**config.mk**
```make
export PLATFORM = sky130hd
export DESIGN_NAME = alu_exec_ctrl_flat
export DESIGN_NICKNAME = d
export VERILOG_FILES = /design/src/rtl/alu_exec_ctrl_if.sv /design/src/rtl/alu_exec_ctrl.sv /design/src/flat_wrapper.sv
export SDC_FILE = /design/constraint.sdc
export NUM_CORES = 1
export LEC_CHECK = 0
export CAP_MARGIN = 20
export CORE_UTILIZATION = 52
export CTS_CLUSTER_DIAMETER = 50
export DETAILED_ROUTE_END_ITERATION = 8
export HOLD_SLACK_MARGIN = 0.1
export PLACE_DENSITY = 0.86
export SYNTH_ARGS = -nofsm -noshare
export SYNTH_HDL_FRONTEND = slang
export SYNTH_SLANG_ARGS = --single-unit
```
**constraint.sdc**
```tcl
create_clock -name clk -period 7 [get_ports clk]
set_clock_uncertainty 0.2 [all_clocks]
set_input_delay 1.05 -clock clk [delete_from_list [all_inputs] [get_ports clk]]
set_output_delay 1.05 -clock clk [all_outputs]
set_load 0.005 [all_outputs]
```
**src/rtl/alu_exec_ctrl_if.sv**
```systemverilog
// Command and result handshake bundle for the ALU issue/writeback stage.
// The master drives commands and accepts results; the slave is the controller.
interface alu_exec_ctrl_if #(
  parameter int NREG = 4
);
  localparam int AW = $clog2(NREG);

  logic          cmd_valid;
  logic          cmd_ready;
  logic [2:0]    cmd_op;
  logic [2:0]    cmd_n;
  logic [AW-1:0] cmd_ra;
  logic [AW-1:0] cmd_rb;
  logic          cmd_imm_en;
  logic [7:0]    cmd_imm;
  logic [AW-1:0] cmd_rd;
  logic          cmd_wb;

  logic          res_valid;
  logic          res_ready;
  logic [7:0]    res_data;
  logic [5:0]    res_flags;

  modport master (
    output cmd_valid, cmd_op, cmd_n, cmd_ra, cmd_rb, cmd_imm_en, cmd_imm, cmd_rd, cmd_wb,
    input  cmd_ready,
    input  res_valid, res_data, res_flags,
    output res_ready
  );

  modport slave (
    input  cmd_valid, cmd_op, cmd_n, cmd_ra, cmd_rb, cmd_imm_en, cmd_imm, cmd_rd, cmd_wb,
    output cmd_ready,
    output res_valid, res_data, res_flags,
    input  res_ready
  );
endinterface

```
**src/rtl/alu_exec_ctrl.sv**
```systemverilog
// Issue/writeback stage around an external 8-bit combinational ALU: reads
// operands from a small register file, registers ALU inputs, captures result.
module alu_exec_ctrl #(
  parameter int NREG = 4
) (
  input  logic                      clk,
  input  logic                      rst_n,
  alu_exec_ctrl_if.slave            bus,
  output logic [7:0]                alu_a_o,
  output logic [7:0]                alu_b_o,
  output logic [2:0]                alu_s_o,
  output logic [2:0]                alu_n_o,
  output logic                      alu_si_o,
  input  logic [7:0]                alu_w_i,
  input  logic                      alu_co_i,
  input  logic                      alu_ov_i,
  input  logic                      alu_zero_i,
  input  logic                      alu_neg_i,
  input  logic                      alu_gt_i,
  input  logic                      alu_eq_i,
  output logic [5:0]                flags_o,
  input  logic [$clog2(NREG)-1:0]   dbg_addr_i,
  output logic [7:0]                dbg_data_o
);
  localparam int AW = $clog2(NREG);

  typedef enum logic [1:0] {IDLE, EXEC, RESP} state_t;

  state_t        state_q, state_d;
  logic          cmd_ready, res_valid, accept;
  logic [7:0]    rf_q [NREG];
  logic [7:0]    alu_a_q, alu_b_q;
  logic [2:0]    alu_s_q, alu_n_q;
  logic [AW-1:0] rd_q;
  logic          wb_q;
  logic [7:0]    res_data_q;
  logic [5:0]    res_flags_q, flags_q;
  logic [7:0]    opb;

  always_comb begin
    state_d   = state_q;
    cmd_ready = 1'b0;
    res_valid = 1'b0;
    case (state_q)
      IDLE: begin
        cmd_ready = 1'b1;
        if (bus.cmd_valid) state_d = EXEC;
      end
      EXEC: state_d = RESP;
      RESP: begin
        res_valid = 1'b1;
        // A new command may ride on the same cycle the result drains.
        cmd_ready = bus.res_ready;
        if (bus.res_ready) state_d = bus.cmd_valid ? EXEC : IDLE;
      end
      default: state_d = IDLE;
    endcase
  end

  assign accept = bus.cmd_valid && cmd_ready;
  assign opb    = bus.cmd_imm_en ? bus.cmd_imm : rf_q[bus.cmd_rb];

  always_ff @(posedge clk) begin
    if (!rst_n) begin
      state_q     <= IDLE;
      alu_a_q     <= '0;
      alu_b_q     <= '0;
      alu_s_q     <= '0;
      alu_n_q     <= '0;
      rd_q        <= '0;
      wb_q        <= 1'b0;
      res_data_q  <= '0;
      res_flags_q <= '0;
      flags_q     <= '0;
      for (int i = 0; i < NREG; i++) rf_q[i] <= '0;
    end else begin
      state_q <= state_d;
      if (accept) begin
        alu_a_q <= rf_q[bus.cmd_ra];
        alu_b_q <= opb;
        alu_s_q <= bus.cmd_op;
        alu_n_q <= bus.cmd_n;
        rd_q    <= bus.cmd_rd;
        wb_q    <= bus.cmd_wb;
      end
      // Writeback lands here so the next accept always sees the new value.
      if (state_q == EXEC) begin
        res_data_q  <= alu_w_i;
        res_flags_q <= {alu_co_i, alu_ov_i, alu_zero_i, alu_neg_i, alu_gt_i, alu_eq_i};
        flags_q     <= {alu_co_i, alu_ov_i, alu_zero_i, alu_neg_i, alu_gt_i, alu_eq_i};
        if (wb_q) rf_q[rd_q] <= alu_w_i;
      end
    end
  end

  assign bus.cmd_ready = cmd_ready;
  assign bus.res_valid = res_valid;
  assign bus.res_data  = res_data_q;
  assign bus.res_flags = res_flags_q;

  assign alu_a_o    = alu_a_q;
  assign alu_b_o    = alu_b_q;
  assign alu_s_o    = alu_s_q;
  assign alu_n_o    = alu_n_q;
  assign alu_si_o   = 1'b0;
  assign flags_o    = flags_q;
  assign dbg_data_o = rf_q[dbg_addr_i];
endmodule

```
**src/flat_wrapper.sv**
```systemverilog
// flat-port wrapper written by rule: the top's interface ports become plain ports
module alu_exec_ctrl_flat 
#(
  parameter int NREG = 4
)
  (clk, rst_n, alu_a_o, alu_b_o, alu_s_o, alu_n_o, alu_si_o, alu_w_i, alu_co_i, alu_ov_i, alu_zero_i, alu_neg_i, alu_gt_i, alu_eq_i, flags_o, dbg_addr_i, dbg_data_o, bus_cmd_valid, bus_cmd_op, bus_cmd_n, bus_cmd_ra, bus_cmd_rb, bus_cmd_imm_en, bus_cmd_imm, bus_cmd_rd, bus_cmd_wb, bus_cmd_ready, bus_res_valid, bus_res_data, bus_res_flags, bus_res_ready);
  alu_exec_ctrl_if #(.NREG(NREG)) bus_i ();
  input  logic clk;
  input  logic rst_n;
  output logic [7:0] alu_a_o;
  output logic [7:0] alu_b_o;
  output logic [2:0] alu_s_o;
  output logic [2:0] alu_n_o;
  output logic alu_si_o;
  input  logic [7:0] alu_w_i;
  input  logic alu_co_i;
  input  logic alu_ov_i;
  input  logic alu_zero_i;
  input  logic alu_neg_i;
  input  logic alu_gt_i;
  input  logic alu_eq_i;
  output logic [5:0] flags_o;
  input  logic [$clog2(NREG)-1:0] dbg_addr_i;
  output logic [7:0] dbg_data_o;
  input wire logic [$bits(bus_i.cmd_valid)-1:0] bus_cmd_valid;
  input wire logic [$bits(bus_i.cmd_op)-1:0] bus_cmd_op;
  input wire logic [$bits(bus_i.cmd_n)-1:0] bus_cmd_n;
  input wire logic [$bits(bus_i.cmd_ra)-1:0] bus_cmd_ra;
  input wire logic [$bits(bus_i.cmd_rb)-1:0] bus_cmd_rb;
  input wire logic [$bits(bus_i.cmd_imm_en)-1:0] bus_cmd_imm_en;
  input wire logic [$bits(bus_i.cmd_imm)-1:0] bus_cmd_imm;
  input wire logic [$bits(bus_i.cmd_rd)-1:0] bus_cmd_rd;
  input wire logic [$bits(bus_i.cmd_wb)-1:0] bus_cmd_wb;
  output wire logic [$bits(bus_i.cmd_ready)-1:0] bus_cmd_ready;
  output wire logic [$bits(bus_i.res_valid)-1:0] bus_res_valid;
  output wire logic [$bits(bus_i.res_data)-1:0] bus_res_data;
  output wire logic [$bits(bus_i.res_flags)-1:0] bus_res_flags;
  input wire logic [$bits(bus_i.res_ready)-1:0] bus_res_ready;
  assign bus_i.cmd_valid = bus_cmd_valid;
  assign bus_i.cmd_op = bus_cmd_op;
  assign bus_i.cmd_n = bus_cmd_n;
  assign bus_i.cmd_ra = bus_cmd_ra;
  assign bus_i.cmd_rb = bus_cmd_rb;
  assign bus_i.cmd_imm_en = bus_cmd_imm_en;
  assign bus_i.cmd_imm = bus_cmd_imm;
  assign bus_i.cmd_rd = bus_cmd_rd;
  assign bus_i.cmd_wb = bus_cmd_wb;
  assign bus_cmd_ready = bus_i.cmd_ready;
  assign bus_res_valid = bus_i.res_valid;
  assign bus_res_data = bus_i.res_data;
  assign bus_res_flags = bus_i.res_flags;
  assign bus_i.res_ready = bus_res_ready;
  alu_exec_ctrl #(.NREG(NREG)) u_core (.clk(clk), .rst_n(rst_n), .bus(bus_i), .alu_a_o(alu_a_o), .alu_b_o(alu_b_o), .alu_s_o(alu_s_o), .alu_n_o(alu_n_o), .alu_si_o(alu_si_o), .alu_w_i(alu_w_i), .alu_co_i(alu_co_i), .alu_ov_i(alu_ov_i), .alu_zero_i(alu_zero_i), .alu_neg_i(alu_neg_i), .alu_gt_i(alu_gt_i), .alu_eq_i(alu_eq_i), .flags_o(flags_o), .dbg_addr_i(dbg_addr_i), .dbg_data_o(dbg_data_o));
endmodule
```
**Word-level counts from Yosys, hierarchy flattened**

Memory sizes are Yosys's and may differ from the RTL's. A register that Yosys moved wholly into a read port is not among the register bits.
Index checks and enable logic that the tools add are counted.

- Register bits after elaboration: 33
- RAM bits: 32
- Input bits: 42
- Word-level logic and storage cells: 33
- Memories kept: 1

Memory list:

| name | words | bits a word | read ports | clocked after memory_dff | wr ports | line | text |
|---|---|---|---|---|---|---|---|
| u_core.rf_q | 4 | 8 | 3 | 1 | 4 | alu_exec_ctrl.sv:31 | `logic [7:0] rf_q [NREG];` |

- Equal/unequal tests: 4
- Muxes and demuxes: 15
- Reduce and logical (&&, ||, !) cells: 5

Operators with widths:

| cell | count |
|---|---|
| 8-bit 2-to-1 mux | 2 |
| 1-bit 2-to-1 mux | 8 |
| 8-bit OR reduction | 1 |
| 2-bit 2-to-1 mux | 3 |
| 2-bit one-hot mux with 3 select lines | 1 |
| 2-bit != test, second input constant | 2 |
| 2-bit by 1-bit equality test with 1-bit output, second input constant | 1 |
| 2-bit equality test, second input constant | 1 |
| 2-bit logical NOT | 1 |
| 1-bit one-hot mux with 2 select lines | 1 |
| 2-bit AND reduction | 1 |
| 1-bit logical AND | 1 |
| 1-bit logical NOT | 1 |

**Longest topological paths before layout**

- Depth in word-level cells: 6
- Mapped depth: 6
- Depth with buffers taken out: 3

**Worst setup path after synthesis**

No wires, ideal clock.

- Path kind: input -> output
- From: input port dbg_addr_i[0]
- To: output port dbg_data_o[0]
- Arrival: 1.810 ns
- Required time: 5.750 ns
- Setup slack: 3.940 ns
- Stages on the path: 2
- Path buffers: 1
- Cell sequence: buf_2 > mux4_2

- Word-level cells in the longest chain between the ends: 1

RTL lines:

| element | line | text |
|---|---|---|
| start: declaration | flat_wrapper.sv:23 | `input logic [$clog2(NREG)-1:0] dbg_addr_i;` |
| memory read 4 x 8 bit | - |  |
| end: declaration | flat_wrapper.sv:24 | `output logic [7:0] dbg_data_o;` |

No other way between the ends.

**Worst setup path in the final report**

- From: input port dbg_addr_i[0]
- To: output port dbg_data_o[1]

Same word-level chain as after synthesis.

==> metrics <==
status complete, but fails checks; failing checks DRC; syn_area_per_cell about 12 um^2; Starting Density 0.550; maximum root-to-sink buffer count 2; htree depth 3; Total Power between 900 and 1000 uW; gr usage total 0.246; WL final about 8400 um; r2r setup slk 4.20 ns; Worst-Margin Slew around 0.77 ns; full die area just over 7000 um^2; Final setup viols 0; total CTS buffers 9; Worst path depth 3; Iter 0 DRT Violations around 270; Final Hold Vio Count 0; layout cells sized above 1 0.143; dpl hpwl ~6000 um; largest net degree at the start of global routing 35; post-synthesis cell area between 3000 and 4000 um^2; hold-critical path depth 2; startpoint types input pin; Slew HR 0.488; XOR/XNOR Fraction of Synth Area 0; Die Y approximately 85 um; crit path DAT roughly 2.9 ns; vias in the first global route 2688; commonest non-fill, non-tap cell in the layout clkdlybuf4s50_1; main combinational cell family by area after synthesis simple AND/OR/NAND/NOR gates; Max Slew Vio Count 0; CTS Sinks 73; CP max stage delay approximately 0.8 ns; # nets final around 420; min cycle time layout ~4.2 ns; simple-gate portion of the synthesized area 0.157; antenna-violating nets left 0; worst hold path class reg2reg; global route overflow 0; GPL Wtd Cong 0.907; num ports 95; CTS-repair resized insts 0; clock-pin slew of the registers on the worst-case setup and hold paths approximately 0.07 ns; critical path launch point dbg_addr_i[0]; CP Data Required Time ~5.8 ns; crit-path leading delay family buffers and inverters; Worst setup EP type primary output; core area ~6500 um^2; maximum VDD drop approximately 110 uV; vias 2802; Cells after Synth approximately 300; CP Class in2out; PwrDens ~210 nW/um^2; vias per std cell slightly above 6; static leakage roughly 0.0016 uW; slowest cell on the critical path clkdlybuf4s50_1; wire per inst around 18 um; drt drc 7; post-synthesis sequential area ratio 0.499; # rows 29; Yosys cell types 34; fmax between 200 and 250 MHz; Critical R2R Launch u_core.state_q[0]; commonest non-fill, non-tap cells in the layout 93 x clkdlybuf4s50_1, 41 x dfxtp_1, 38 x nand2_1; post-CTS setup buffers 0; post-synthesis sequential element count between 70 and 80; period utilization 0.596; First-pass DRT Iterations 9; mux share of post-synthesis cell area 0.153; Max Cap Violations 0; Synthesis Warnings 0; Worst setup endpoint dbg_data_o[1]; synthesized-area fraction occupied by adder cells 0; I/O Buffers 93; Die W ~85 um; CTS tree built; global-route wire length before repair about 14000 um; crit path cell chain clkdlybuf4s50_1, mux4_2, clkdlybuf4s50_1; post-synthesis net count 348; setup TNS 0 ns; antenna cells 0; Area growth, synth to finish 29.3%; initial antenna violation count 0; RSZ-0062 raised after global routing false; R2R depth 3; hold buffers post-CTS 0; Top cell by count, worst path clkdlybuf4s50_1; Synth Area in Compound Gates 0.130; maximum fanout along the worst path 8; reg2reg end u_core.rf_q[1][6]; WP buf/inv 2; Clock Root Buffer clkbuf_8; Clock Latency Late Sink 0.33 ns
==> cells by family (layout without fill, tap and decap cells) <==
family | after synthesis | in the layout
flops | 73 | 73
mux | 32 | 32
simple gates | 97 | 97
other cells | 1 | 1
buf+inv | 36 | 114
compound gates | 67 | 67
==> worst min-delay path by stage <==
stage / from / endpoint / slack [ns]
after floorplan: u_core.bus.res_data[0] / u_core.bus.res_data[0] / 0.25
after global placement: u_core.bus.res_data[3] / u_core.bus.res_data[3] / 0.24
after detailed placement: u_core.bus.res_data[4] / u_core.bus.res_data[4] / 0.25
after CTS: u_core.bus.res_data[4] / u_core.bus.res_data[4] / 0.26
after global routing: u_core.bus.res_data[4] / u_core.bus.res_data[4] / 0.28
final: u_core.bus.res_data[4] / u_core.bus.res_data[4] / 0.26
==> state kept, by name, summed over array words and instances, names as in the netlist <==
signal,flops
u_core.alu_a_o,8
u_core.rd_q,2
u_core.alu_n_o,3
u_core.alu_b_o,8
u_core.wb_q,1
u_core.flags_o,6
u_core.rf_q,32
u_core.alu_s_o,3
u_core.bus.res_data,8
u_core.state_q,2
==> worst register-to-register path, cell delays in order (launching register included) <==
cell	delay, ns
dfxtp_1	0.78
nand2b_1	0.53
o31ai_1	0.71
buf_2	0.31
==> metal layers <==
metal	vias to the layer above	share of wire	wire length [um]	global-route usage
li1	1295	-	-	-
met1	1348	0.40	3390	0.313
met2	149	0.51	4250	0.418
met3	10	0.076	636	0.0516
met4	0	0.014	121	0.0863
met5	-	0	0	0
==> stage by stage <==
stage,setup slack (ns),cells,cell area (um^2),util,hold slack (ns)
4_1_cts,2.81,459,4610,0.710,0.261
6_report,2.83,461,4620,0.712,0.257
3_5_place_dp,2.81,443,4400,0.677,0.250
5_1_grt,2.72,461,4620,0.712,0.284
3_3_place_gp,2.86,443,4400,0.677,0.242
2_1_floorplan,3.94,306,3570,-,0.253
==> report_power, final <==
| group | total, uW | switching (uW) | internal [uW] |
|---|---|---|---|
| sequential | 484 | 18.3 | 465 |
| clock | 357 | 156 | 201 |
| combinational | 146 | 60.1 | 85.7 |
==> layout make-up <==
| class | count | area (um^2) |
|---|---|---|
| inverter | 3 | 11.3 |
| fill | 443 | 1870 |
| tap | 77 | 96.3 |
| sequential | 73 | 1780 |
| clock buffer | 11 | 131 |
| timing repair buffer | 95 | 943 |
| clock inverter | 5 | 81.3 |
| multi-input combinational | 197 | 1580 |
==> cells in the mapped netlist <==
master	count	area share
nor3_4	1	0.0046
dfxtp_1	41	0.23
nor2b_1	3	0.0053
nand4_1	9	0.016
nand2_1	38	0.040
a222oi_1	8	0.022
buf_6	2	0.0063
buf_2	8	0.011
a21oi_1	24	0.034
clkinv_1	1	0.0010
a211oi_1	8	0.017
mux2_4	2	0.0084
mux2_2	14	0.044
o2bb2ai_1	8	0.020
buf_4	10	0.021
a31oi_1	8	0.014
and2b_1	1	0.0021
o31ai_1	10	0.021
nor4_4	1	0.0060
clkbuf_2	1	0.0014
nor4b_4	1	0.0067
edfxtp_1	32	0.27
inv_2	2	0.0021
conb_1	1	0.0010
nor2_1	3	0.0032
nand3_1	1	0.0014
buf_1	3	0.0032
clkbuf_1	8	0.0084
a41o_1	1	0.0028
mux4_2	16	0.10
nand2b_1	5	0.0088
buf_12	1	0.0056
nor4_2	2	0.0070
and2_1	32	0.056
Note: power is estimated with default switching activity, not from simulation.
